--- src/rtl/ded_fsq_pkg.sv ---
// Shared types and helpers for the funnel-shift sequencer.
package ded_fsq_pkg;

  typedef enum logic [1:0] {
    IDLE = 2'd0,
    LOAD = 2'd1,
    RUN  = 2'd2
  } fsq_state_e;

  localparam int unsigned MAXW = 128;

  function automatic int unsigned word_bits(input int unsigned bytes);
    return bytes * 8;
  endfunction

  function automatic int unsigned log2w(input int unsigned w);
    return $clog2(w);
  endfunction

  // Bits MAXW-1..n set; callers truncate to their word width.
  function automatic logic [MAXW-1:0] lo_msk(input logic [6:0] n);
    logic [MAXW-1:0] m;
    m = '1;
    return m << n;
  endfunction

  // Bits n..0 set.
  function automatic logic [MAXW-1:0] hi_msk(input logic [6:0] n);
    logic [MAXW-1:0] m;
    m = '1;
    m = (m << n) << 1;
    return ~m;
  endfunction

endpackage

--- src/rtl/ded_fsq_ctl_msk.sv ---
// Destination mask generator: combines first/last edge masks, registered.
module ded_fsq_msk
  import ded_fsq_pkg::*;
#(
  parameter int unsigned W    = 32,
  parameter int unsigned RADW = 5
) (
  input  logic            clk,
  input  logic            reset,
  input  logic            en,
  input  logic            is_first,
  input  logic            is_last,
  input  logic [RADW-1:0] lo_n,
  input  logic [RADW-1:0] hi_n,
  output logic [W-1:0]    msk
);

  logic [W-1:0] msk_d, msk_q;

  always_comb begin
    msk_d = msk_q;
    if (en) begin
      msk_d = '1;
      if (is_first) msk_d = msk_d & W'(lo_msk(7'(lo_n)));
      if (is_last)  msk_d = msk_d & W'(hi_msk(7'(hi_n)));
    end
  end

  always_ff @(posedge clk) begin
    if (reset) msk_q <= '0;
    else       msk_q <= msk_d;
  end

  assign msk = msk_q;

endmodule

--- src/rtl/ded_fsq_ctl.sv ---
// Funnel-shift sequencer: splits a bit-granular copy command into
// per-destination-word beats for the funnel shifter.
module ded_fsq_ctl
  import ded_fsq_pkg::*;
#(
  parameter int unsigned BYTES = 4,
  parameter int unsigned AW    = 16
) (
  input  logic                                       mclock,
  input  logic                                       reset,
  input  logic                                       cmd_vld,
  output logic                                       cmd_rdy,
  input  logic [AW-1:0]                              cmd_sadr,
  input  logic [AW-1:0]                              cmd_dadr,
  input  logic [AW-1:0]                              cmd_len,
  output logic                                       out_vld,
  input  logic                                       out_rdy,
  output logic [AW-log2w(word_bits(BYTES))-1:0]      rd_adr,
  output logic [log2w(word_bits(BYTES))-1:0]         rad,
  output logic [AW-log2w(word_bits(BYTES))-1:0]      dst_adr,
  output logic [word_bits(BYTES)-1:0]                dst_msk,
  output logic                                       first,
  output logic                                       last,
  output logic                                       busy
);

  localparam int unsigned W    = word_bits(BYTES);
  localparam int unsigned RADW = log2w(W);
  localparam int unsigned WAW  = AW - RADW;

  fsq_state_e     state_d, state_q;
  logic [AW-1:0]  sadr_d, sadr_q, dadr_d, dadr_q, len_d, len_q;
  logic [WAW-1:0] rd_adr_d, rd_adr_q, dst_adr_d, dst_adr_q, rem_d, rem_q;
  logic [RADW-1:0] rad_d, rad_q;
  logic           first_d, first_q, last_d, last_q;
  logic           out_vld_d, out_vld_q, cmd_rdy_d, cmd_rdy_q, busy_d, busy_q;

  logic [AW-1:0]  delta, end_bit;
  logic [WAW-1:0] d0, dn, s0;
  logic           msk_en, msk_first, msk_last;

  // Latched command stays stable for the whole command, so these are
  // valid in LOAD and RUN alike.
  always_comb begin
    delta   = sadr_q - dadr_q;
    end_bit = dadr_q + len_q - AW'(1);
    d0      = dadr_q[AW-1:RADW];
    dn      = end_bit[AW-1:RADW];
    s0      = WAW'(({d0, {RADW{1'b0}}} + delta) >> RADW);
  end

  always_comb begin
    state_d   = state_q;
    sadr_d    = sadr_q;
    dadr_d    = dadr_q;
    len_d     = len_q;
    rd_adr_d  = rd_adr_q;
    dst_adr_d = dst_adr_q;
    rem_d     = rem_q;
    rad_d     = rad_q;
    first_d   = first_q;
    last_d    = last_q;
    msk_en    = 1'b0;
    msk_first = 1'b0;
    msk_last  = 1'b0;

    unique case (state_q)
      IDLE: begin
        if (cmd_vld && cmd_len != '0) begin
          sadr_d  = cmd_sadr;
          dadr_d  = cmd_dadr;
          len_d   = cmd_len;
          state_d = LOAD;
        end
      end
      LOAD: begin
        rad_d     = delta[RADW-1:0];
        rd_adr_d  = s0;
        dst_adr_d = d0;
        rem_d     = dn - d0;
        first_d   = 1'b1;
        last_d    = (dn == d0);
        msk_en    = 1'b1;
        msk_first = 1'b1;
        msk_last  = (dn == d0);
        state_d   = RUN;
      end
      RUN: begin
        if (out_rdy) begin
          if (last_q) begin
            state_d = IDLE;
          end else begin
            rd_adr_d  = rd_adr_q + WAW'(1);
            dst_adr_d = dst_adr_q + WAW'(1);
            rem_d     = rem_q - WAW'(1);
            first_d   = 1'b0;
            last_d    = (rem_q == WAW'(1));
            msk_en    = 1'b1;
            msk_last  = (rem_q == WAW'(1));
          end
        end
      end
      default: state_d = IDLE;
    endcase

    cmd_rdy_d = (state_d == IDLE);
    busy_d    = (state_d != IDLE);
    out_vld_d = (state_d == RUN);
  end

  always_ff @(posedge mclock) begin
    if (reset) begin
      state_q   <= IDLE;
      sadr_q    <= '0;
      dadr_q    <= '0;
      len_q     <= '0;
      rd_adr_q  <= '0;
      dst_adr_q <= '0;
      rem_q     <= '0;
      rad_q     <= '0;
      first_q   <= 1'b0;
      last_q    <= 1'b0;
      out_vld_q <= 1'b0;
      cmd_rdy_q <= 1'b1;
      busy_q    <= 1'b0;
    end else begin
      state_q   <= state_d;
      sadr_q    <= sadr_d;
      dadr_q    <= dadr_d;
      len_q     <= len_d;
      rd_adr_q  <= rd_adr_d;
      dst_adr_q <= dst_adr_d;
      rem_q     <= rem_d;
      rad_q     <= rad_d;
      first_q   <= first_d;
      last_q    <= last_d;
      out_vld_q <= out_vld_d;
      cmd_rdy_q <= cmd_rdy_d;
      busy_q    <= busy_d;
    end
  end

  ded_fsq_msk #(
    .W    (W),
    .RADW (RADW)
  ) u_msk (
    .clk      (mclock),
    .reset    (reset),
    .en       (msk_en),
    .is_first (msk_first),
    .is_last  (msk_last),
    .lo_n     (dadr_q[RADW-1:0]),
    .hi_n     (end_bit[RADW-1:0]),
    .msk      (dst_msk)
  );

  assign cmd_rdy = cmd_rdy_q;
  assign out_vld = out_vld_q;
  assign rd_adr  = rd_adr_q;
  assign rad     = rad_q;
  assign dst_adr = dst_adr_q;
  assign first   = first_q;
  assign last    = last_q;
  assign busy    = busy_q;

endmodule

--- config.mk ---
export PLATFORM = sky130hd
export DESIGN_NAME = ded_fsq_ctl
export DESIGN_NICKNAME = d
export VERILOG_FILES = /design/src/rtl/ded_fsq_pkg.sv /design/src/rtl/ded_fsq_ctl_msk.sv /design/src/rtl/ded_fsq_ctl.sv
export SDC_FILE = /design/constraint.sdc
export NUM_CORES = 1
export LEC_CHECK = 0
export CORE_UTILIZATION = 51
export DETAILED_ROUTE_END_ITERATION = 10
export PLACE_DENSITY = 0.89
export SETUP_SLACK_MARGIN = 0.1
export SYNTH_ARGS = -nofsm -noshare
export SYNTH_HDL_FRONTEND = slang
export SYNTH_SLANG_ARGS = --single-unit
export TNS_END_PERCENT = 30
--- constraint.sdc ---
create_clock -name mclock -period 4.9 [get_ports mclock]
set_clock_uncertainty 0.15 [all_clocks]
set_input_delay 0.98 -clock mclock [delete_from_list [all_inputs] [get_ports mclock]]
set_output_delay 0.98 -clock mclock [all_outputs]
set_load 0.01 [all_outputs]
Word level (Yosys, flattened, before mapping)
Index checks and enable logic that the tools add are counted.
Widths: inputs -> output; s select.
{ "classes": {"addsub": 8, "n_mul": 0, "div": 0, "n_lt_le_gt_ge": 0, "eq_ne": 7, "n_shift": 2, "muxes": 29, "bitwise_logic": 2, "n_reduce_logical": 9} }
{ "ops": {"columns": ["operator", "n"], "rows": [
  ["$shl 128x5->31 const A", 1],
  ["$shl 128x5->32 const A", 1],
  ["$mux 32", 3],
  ["$mux 11", 6],
  ["$pmux 11 s2", 3],
  ["$add 16x16->16", 2],
  ["$and 32x32->32", 1],
  ["$not 32->32", 1],
  ["$add 11x1->11 const B", 2],
  ["$reduce_bool 16->1", 1],
  ["$sub 16x1->16 const B", 1],
  ["$sub 16x16->16", 1],
  ["$eq 11x1->1 const B", 1],
  ["$eq 11x11->1", 1],
  ["$sub 11x1->11 const B", 1],
  ["$sub 11x11->11", 1],
  ["$mux 1", 9],
  ["$pmux 1 s2", 4],
  ["$mux 2", 3],
  ["$pmux 2 s3", 1],
  ["$eq 2x2->1 const B", 2],
  ["$logic_not 2->1", 2],
  ["$ne 2x2->1 const B", 2],
  ["$reduce_and 2->1", 2],
  ["4 further kinds", 5]
]} }
{ "word_totals": {"ff_bits": 125, "latchBits": 0, "ramBits": 0, "romBits": 0, "in_bits": 52, "output_inout_bits": 64, "elab_cells": 71, "memories": 0} }

Logic depth before layout (Yosys ltp)
Gate-level depths: netlist of run 1.
{ "depth": {"ltp_word": 6, "ltp_mapped": 23, "depth_no_buf": 20} }

By module
Synthesis of run 1 repeated with hierarchy kept, for this count alone.
{ "hier_totals": {"hier_cells": 1095, "area_unflattened_um2": 8290.5} }
{ "modules_own_cells": {"columns": ["module", "n_inst", "cells_each", "area_each_um2", "seq_area_each_um2"], "rows": [
  ["ded_fsq_ctl", 1, 889, 6596.3, 1861.8],
  ["ded_fsq_msk", 1, 206, 1694.1, 640.6]
]} }

Worst setup path after synthesis of run 1
OpenSTA, ideal clock, no wires.
{ "synth_path": {"path_type": "reg2reg", "from": "reg dadr_q[1]", "to": "reg u_msk.msk_q[2], in the netlist u_msk.msk[2]", "setup_time_ns": 0.138, "arrival_ns": 4.366, "required_ns": 4.612, "setup_slack_ns": 0.246, "path_stages_with_launch": 23, "n_path_buf": 2, "synth_period_minus_slack_ns": 4.654, "cell_sequence": "dfxtp_1 inv_1 ha_1 inv_1 ha_1 fa_1 a211oi_2 nor2_1 o41ai_4 o21ba_2 o311ai_0 a21oi_1 xnor2_1 ha_1 nand4_1 nor3_1 nand2_1 a211o_2 o2111ai_4 and3b_1 buf_6 buf_6 a31oi_4"} }
{ "synth_via": {"elab_chain_cells": 6, "elab_cells_between_ends": 11, "cone_classes": "2 x add/sub; 1 x eq/ne; 2 x shift; 4 x mux; 2 x bitwise"} }
{ "synth_rtl": {"columns": ["item", "line", "rtl"], "rows": [
  ["from (decl)", "ded_fsq_ctl.sv:32", "logic [AW-1:0] sadr_d, sadr_q, dadr_d, dadr_q, len_d, len_q;"],
  ["from (signal assigned)", "ded_fsq_ctl.sv:129", "dadr_q <= dadr_d;"],
  ["$add 16x16->16", "ded_fsq_ctl.sv:46", "end_bit = dadr_q + len_q - AW'(1);"],
  ["$sub 16x1->16", "ded_fsq_ctl.sv:46", null],
  ["$shl 128x5->31", "ded_fsq_pkg.sv:31", "m = (m << n) << 1;"],
  ["$not 32->32", "ded_fsq_pkg.sv:32", "return ~m;"],
  ["$and 32x32->32", "ded_fsq_ctl_msk.sv:25", "if (is_last) msk_d = msk_d & W'(hi_msk(7'(hi_n)));"],
  ["$mux 32 (*)", "ded_fsq_ctl_msk.sv:25", null],
  ["to (signal assigned)", "ded_fsq_ctl_msk.sv:31", "else msk_q <= msk_d;"],
  ["to (decl)", "ded_fsq_ctl_msk.sv:18", "logic [W-1:0] msk_d, msk_q;"]
]} }
Mark *: on every way between the ends. The rest lies on a longest branch, timed or not. The select of a mux whose other input is x is not followed.
A chain may end at the register's enable or synchronous reset.

Final worst setup path of run 1
{ "layout_path": {"from": "reg dadr_q[2]", "to": "reg u_msk.msk_q[25], in the netlist u_msk.msk[25]"} }
The elaborated chain is that of the path after synthesis.

==> results.toml, run 1 <==
[run_status]
outcome = "finished clean"

[worst_setup_path]
crit_chain = "inv_1 -> ha_1 -> inv_1 -> ha_1 -> a21o_1 -> a21oi_1 -> nor2_1 -> o41a_1 -> a211oi_1 -> o21ai_0 -> xor2_1 -> ha_1 -> nand4_1 -> nor3_2 -> nand2_1 -> a211o_2 -> o2111ai_4 -> buf_4 -> a311oi_1 -> a31o_2"
worstReg2RegEnd = "u_msk.msk[25]"
reg2reg_from = "dadr_q[2]"
r2r_slack_ps = 330
slowest_stage = "ha_1"
cp_max_fo = 7
crit_family = "compound AO/OA/AOI/OAI gates"
critPathMaxStageDelay_ps = 410
end_kind = "flip-flop"
path_buf_inv = 3
arrival_ps = 4730
cp-startpoint = "dadr_q[2]"
crit_type = "flip-flop to flip-flop"
cp-start-kind = "flip-flop"
crit_top_cell = "ha_1"
critPathRequiredTime_ps = 5070
reg2regPathDepth = 20

[yosys]
synth_edf_count = 0
ys.flop_type = "dfxtp_1"
synth-seq-cells = 125
yosys_warnings = 0
ys_async_sr_fraction_pct = 0
yosysSeqAreaShare_pct = 29.8
synthCells = 1130
syn_nets = 1259
avgSynthCellArea_um2 = 7.44
synth_area_um2 = 8410
synth_cell_type_count = 72

[clock_tree]
h-tree-depth = 4
cts_sinks = 125
clk_latency_ps = 430
cts.path.max_buffers = 2
cts_tree = "yes"
clk_transition_reported_paths_ps = 60
cts_root_buf = "clkbuf_16"
cts_buffers = 17

[sta]
fin_crit_sh_pct = 93.2
max_freq_mhz = 219
drv_slew = 0
finalHoldViolCount = 0
fin_ws_ps = 335
worst_slew_pin_slew_ps = 1100
slew_headroom_pct = 26.3
rsz0062_at_grt = "false"
fin_setup_tns_ps = 0
fin_crit_ps = 4570
setup_viol = 0

[route]
wl_met3_mm = 2.01
vias = 8851
drt_first_pass_iters = 8
wl_mm = 24.5
drt-vias-per-instance = 6.06
wl_met2_mm = 11.0
postRouteAntennaNets = 0
post_drt_wl_per_cell_um = 16.8
drt-met1-wl_mm = 10.8
drt_iter0_markers = 1033
top_layer_used = "met4"
drc_errors = 0

[pwr]
power.switching_mw = 1.96
netSwitchingFraction_pct = 40.2
p_int_mw = 2.92
power_frac_clock_pct = 25.8
sequentialPowerShare_pct = 26.1
vdd_drop_max_v = 0.000336
power_density_nw_per_um2 = 470
finalPower_mw = 4.88
p_leak_nw = 4.11
p_comb_share_pct = 48.1

[die]
core_um2 = 16000
initial_core_util_pct = 52.6
io_pins = 116
row_count = 46
dieArea_um2 = 17000
die_h_um = 130
die_w_um = 130

[finish]
final_nets = 1361
diodes = 0
fin_cells = 1461
layout_common_cells = "172 x nand2_1, 144 x a21oi_1, 125 x dfxtp_1, 114 x clkdlybuf4s50_1, 87 x inv_1"
area_delta_synth_final_pct = 23.5
layout_commonest_cell = "nand2_1"
final_util_pct = 64.9
drive_above_1_share_pct = 6.67

[place]
port_buffers = 115
placedCellCount = 1424
gp_congestion = 0.937
dp_hpwl_mm = 17.7
place_ws_ps = -2.64

[grt]
grtUsageTotal_pct = 29.3
grt-ovfl-total = 0
antenna_found_initial = 0
grt_pass1_wl_mm = 39.1
grt_pass1_vias = 7975
grt_max_degree = 66

[worst_hold_path]
min_path_type = "flip-flop to flip-flop"
min_from = "u_msk.msk[17]"
holdPathEnd = "u_msk.msk[17]"
hold_depth = 1

[run]
drv_cap = 0
==> worst max-delay path by stage <==
stage,end,cells past startpoint,slack (ps)
finish,u_msk.msk[25],20,330
global route,u_msk.msk[8],21,110
CTS,u_msk.msk[12],21,250
detailed placement,u_msk.msk[12],21,-3
global placement,u_msk.msk[11],21,180
floorplan,u_msk.msk[2],22,250
==> stage by stage <==
stage	hold slack, ps	cell area (um2)
6_report	299	10400
5_1_grt	325	10400
4_1_cts	304	10400
3_5_place_dp	290	9750
3_3_place_gp	285	9750
2_1_floorplan	286	8410
==> power by group through the flow <==
stage | Clock [mW] | Sequential, mW | Combinational (mW)
2_1_floorplan | 0 | 1.30 | 1.56
3_3_place_gp | 0 | 1.29 | 2.19
3_5_place_dp | 0 | 1.29 | 2.24
4_1_cts | 1.26 | 1.27 | 2.26
5_1_grt | 1.31 | 1.29 | 2.57
6_report | 1.26 | 1.28 | 2.35
==> layout make-up <==
class | instances | area [um2]
sequential | 125 | 2500
fill | 1373 | 5610
inverter | 89 | 334
multi-input combinational | 858 | 5350
clock inverter | 14 | 144
clock buffer | 18 | 439
tap | 216 | 270
timing repair buffer | 141 | 1350
==> routing by layer <==
metal / track usage [%] / vias to the layer above
met5: 0 / -
met4: 13.2 / 0
met3: 5.94 / 79
met2: 45.0 / 483
met1: 39.7 / 4068
li1: - / 4221
==> state kept, by name, summed over array words and instances (netlist names) <==
name and cells:
u_msk.msk 32, dadr_q 16, len_q 16, sadr_q 16
dst_adr 11, rd_adr 11, rem_q 11, rad 5
state_q 2, busy 1, cmd_rdy 1, first 1
last 1, out_vld 1
==> synthesized netlist by cell type (6+ instances only) <==
library cell | n | share of area (%)
nand2_1 | 172 | 7.7
a21oi_1 | 144 | 8.6
dfxtp_1 | 125 | 30
inv_1 | 87 | 3.9
ha_1 | 73 | 11
nor2_1 | 72 | 3.2
o21ai_0 | 60 | 3.6
clkbuf_1 | 46 | 2.1
nor3_1 | 32 | 1.9
nand3_1 | 30 | 1.8
a211oi_1 | 28 | 2.5
xnor2_1 | 23 | 2.4
a21o_1 | 19 | 1.7
a31oi_1 | 14 | 1.0
nand4_1 | 14 | 1.0
nand2b_1 | 11 | 0.82
nor4_1 | 11 | 0.82
o22ai_1 | 11 | 0.82
and3_1 | 9 | 0.67
a311oi_1 | 7 | 0.73
nor2b_1 | 7 | 0.52
o21a_1 | 7 | 0.62
or3_1 | 7 | 0.52
xor2_1 | 7 | 0.73
buf_1 | 6 | 0.27
or2_2 | 6 | 0.45
==> repair_timing <==
item	4_1_cts	5_1_grt
pin swaps	1	2
hold buffers	0	0
gates resized for setup	1	3
buffers inserted	2	3
setup endpoints to repair	16	30
==> cells by family (layout without fill, tap and decap cells) <==
group | after synthesis | after routing | synth area share (%)
flip-flops | 125 | 125 | 29.8
AO/OA/AOI/OAI | 359 | 359 | 27.1
buffers and inverters | 147 | 262 | 6.80
AND/OR/NAND/NOR | 386 | 386 | 20.7
XOR/XNOR | 30 | 30 | 3.12
adder cells (fa/ha/maj) | 77 | 77 | 11.8
multiplexers | 6 | 6 | 0.729
No activity file was read; power rests on OpenSTA's default activity.
==> run 2: changes to the inputs <==
REMOVE_ABC_BUFFERS = 1   (was default)
==> results.toml, run 2 (synthesized netlist as in run 1, its figures left out) <==
[worst_setup_path]
end_kind = "flip-flop"
r2r_slack_ps = 270
crit_type = "flip-flop to flip-flop"
critPathRequiredTime_ps = 5040
reg2reg_from = "dadr_q[5]"
arrival_ps = 4770
cp_max_fo = 8
worstReg2RegEnd = "u_msk.msk[11]"
cp-start-kind = "flip-flop"
reg2regPathDepth = 20

[die]
io_pins = 116
die_w_um = 130
dieArea_um2 = 17000
row_count = 46
die_h_um = 130
core_um2 = 16000
initial_core_util_pct = 52.6

[grt]
grt-ovfl-total = 0
grt_max_degree = 62
met1_usage_pct = 40.4
grt_pass1_wl_mm = 39.6
gr-usage-met3_pct = 5.37
grt_util_met2_pct = 47.3
busiest_layer = "met2"
grt_pass1_vias = 8017
grtUsageTotal_pct = 29.9
antenna_found_initial = 0

[pwr]
vdd_drop_max_v = 0.000300
power_frac_clock_pct = 26.4
p_leak_nw = 4.13
p_comb_share_pct = 47.7
power.switching_mw = 1.95
p_int_mw = 2.96
netSwitchingFraction_pct = 39.8
power_density_nw_per_um2 = 471
sequentialPowerShare_pct = 26.0

[finish]
nFillCells = 1356
multi_input_area_um2 = 5350
seqCellArea_um2 = 2510
layout_commonest_cell = "nand2_1"
layout_common_cells = "172 x nand2_1, 144 x a21oi_1, 123 x dfxtp_1, 114 x clkdlybuf4s50_1, 86 x inv_1"
final_nets = 1365
final_util_pct = 65.3
diodes = 0
largest_reg_flops = 32
area_delta_synth_final_pct = 24.2
drive_above_1_share_pct = 6.89

[clock_tree]
cts_buffers = 17
cts_hold_buffers = 0
h-tree-depth = 4
cts_root_buf = "clkbuf_16"
cts_sinks = 125
cts_tree = "yes"
cts.path.max_buffers = 2
clk_latency_ps = 440
clk_transition_reported_paths_ps = 60

[route]
post_drt_wl_per_cell_um = 16.9
postRouteAntennaNets = 0
drc_errors = 0
wl_mm = 24.7
drt_first_pass_iters = 7
drt-vias-per-instance = 6.01
vias = 8806
drt_iter0_markers = 1120

[place]
gp_congestion = 0.944
dp_hpwl_mm = 17.8
port_buffers = 115

[sta]
drv_slew = 0
fin_setup_tns_ps = 0
finalHoldViolCount = 0
fin_crit_ps = 4630
setup_viol = 0
rsz0062_at_grt = "false"
slew_headroom_pct = 38.0
worst_slew_pin_slew_ps = 924
fin_crit_sh_pct = 94.5
max_freq_mhz = 216

[worst_hold_path]
holdPathEnd = "len_q[12]"
min_path_type = "flip-flop to flip-flop"
hold_depth = 2
min_from = "len_q[12]"

[run_status]
outcome = "finished clean"

[run]
drv_cap = 0
==> run 2: cell count changes in the layout (fill, tap and decap cells not counted), moves of 2 or more <==
cell        change
dfxtp_1         -2
clkinvlp_4      -2
clkinv_2        -2
inv_6           -2
clkbuf_1        +4
==> run 2: timing repair <==
item | 4_1_cts | 5_1_grt
gates resized for setup | 2 | 14
pin swaps | 0 | 7
gates cloned | 0 | 2
setup endpoints to repair | 11 | 31
setup buffers | 0 | 4
==> run 2: how the worst max path moves through the flow <==
| stage | from | end | slack (ps) | cells after the start |
|---|---|---|---|---|
| finish | dadr_q[5] | u_msk.msk[11] | 270 | 20 |
| global route | len_q[1] | u_msk.msk[1] | 100 | 21 |
| CTS | dadr_q[1] | u_msk.msk[21] | 170 | 21 |
| detailed placement | dadr_q[3] | u_msk.msk[21] | 110 | 20 |
| global placement | dadr_q[3] | u_msk.msk[11] | 320 | 19 |
| floorplan | dadr_q[1] | u_msk.msk[12] | -130 | 20 |
==> run 2: final cells by class <==
class | instances | area share (%)
multi-input cells | 858 | 51.3
flip-flops and latches | 125 | 24.0
repair buffers | 145 | 13.3
clock buffers | 22 | 4.35
inverters | 89 | 3.20
well taps | 216 | 2.59
clock inverters | 10 | 1.34
==> run 2: critical path, stage by stage, from the launching register on <==
cell and delay (ps):
dfxtp_1 520, inv_1 120, ha_1 300, inv_1 40
ha_1 330, o21ai_0 150, nor2_2 180, o41ai_4 100
o21ba_2 240, o311ai_0 360, a21oi_1 160, xnor2_1 180
ha_1 320, nand4_1 110, nor3_2 180, nand2_1 70
a211o_2 300, o2111ai_4 140, and3b_2 290, buf_8 150
o31ai_1 80
==> run 2: power by group through the flow <==
stage | Clock (mW) | Sequential (mW) | Combinational, mW
6_report | 1.30 | 1.28 | 2.34
5_1_grt | 1.34 | 1.29 | 2.58
4_1_cts | 1.30 | 1.27 | 2.28
3_5_place_dp | 0 | 1.29 | 2.26
3_3_place_gp | 0 | 1.29 | 2.20
2_1_floorplan | 0 | 1.30 | 1.52
==> run 2: per-layer routing <==
layer / share of wire, % / wire, um / vias up
li1: - / - / 4235
met4: 2.8 / 697 / 0
met3: 8.6 / 2120 / 62
met2: 45 / 11200 / 451
met1: 43 / 10700 / 4058
met5: 0 / 0 / -
==> run 2: stage by stage <==
step,cells,power [mW],instance area (um2),setup slack [ps],hold slack (ps)
after floorplan,1072,2.82,8170,-134,280
after global placement,1427,3.49,9770,320,288
after detailed placement,1427,3.55,9770,109,295
after CTS,1459,4.84,10400,167,305
after global routing,1465,5.22,10400,100,323
final,1465,4.91,10400,271,302
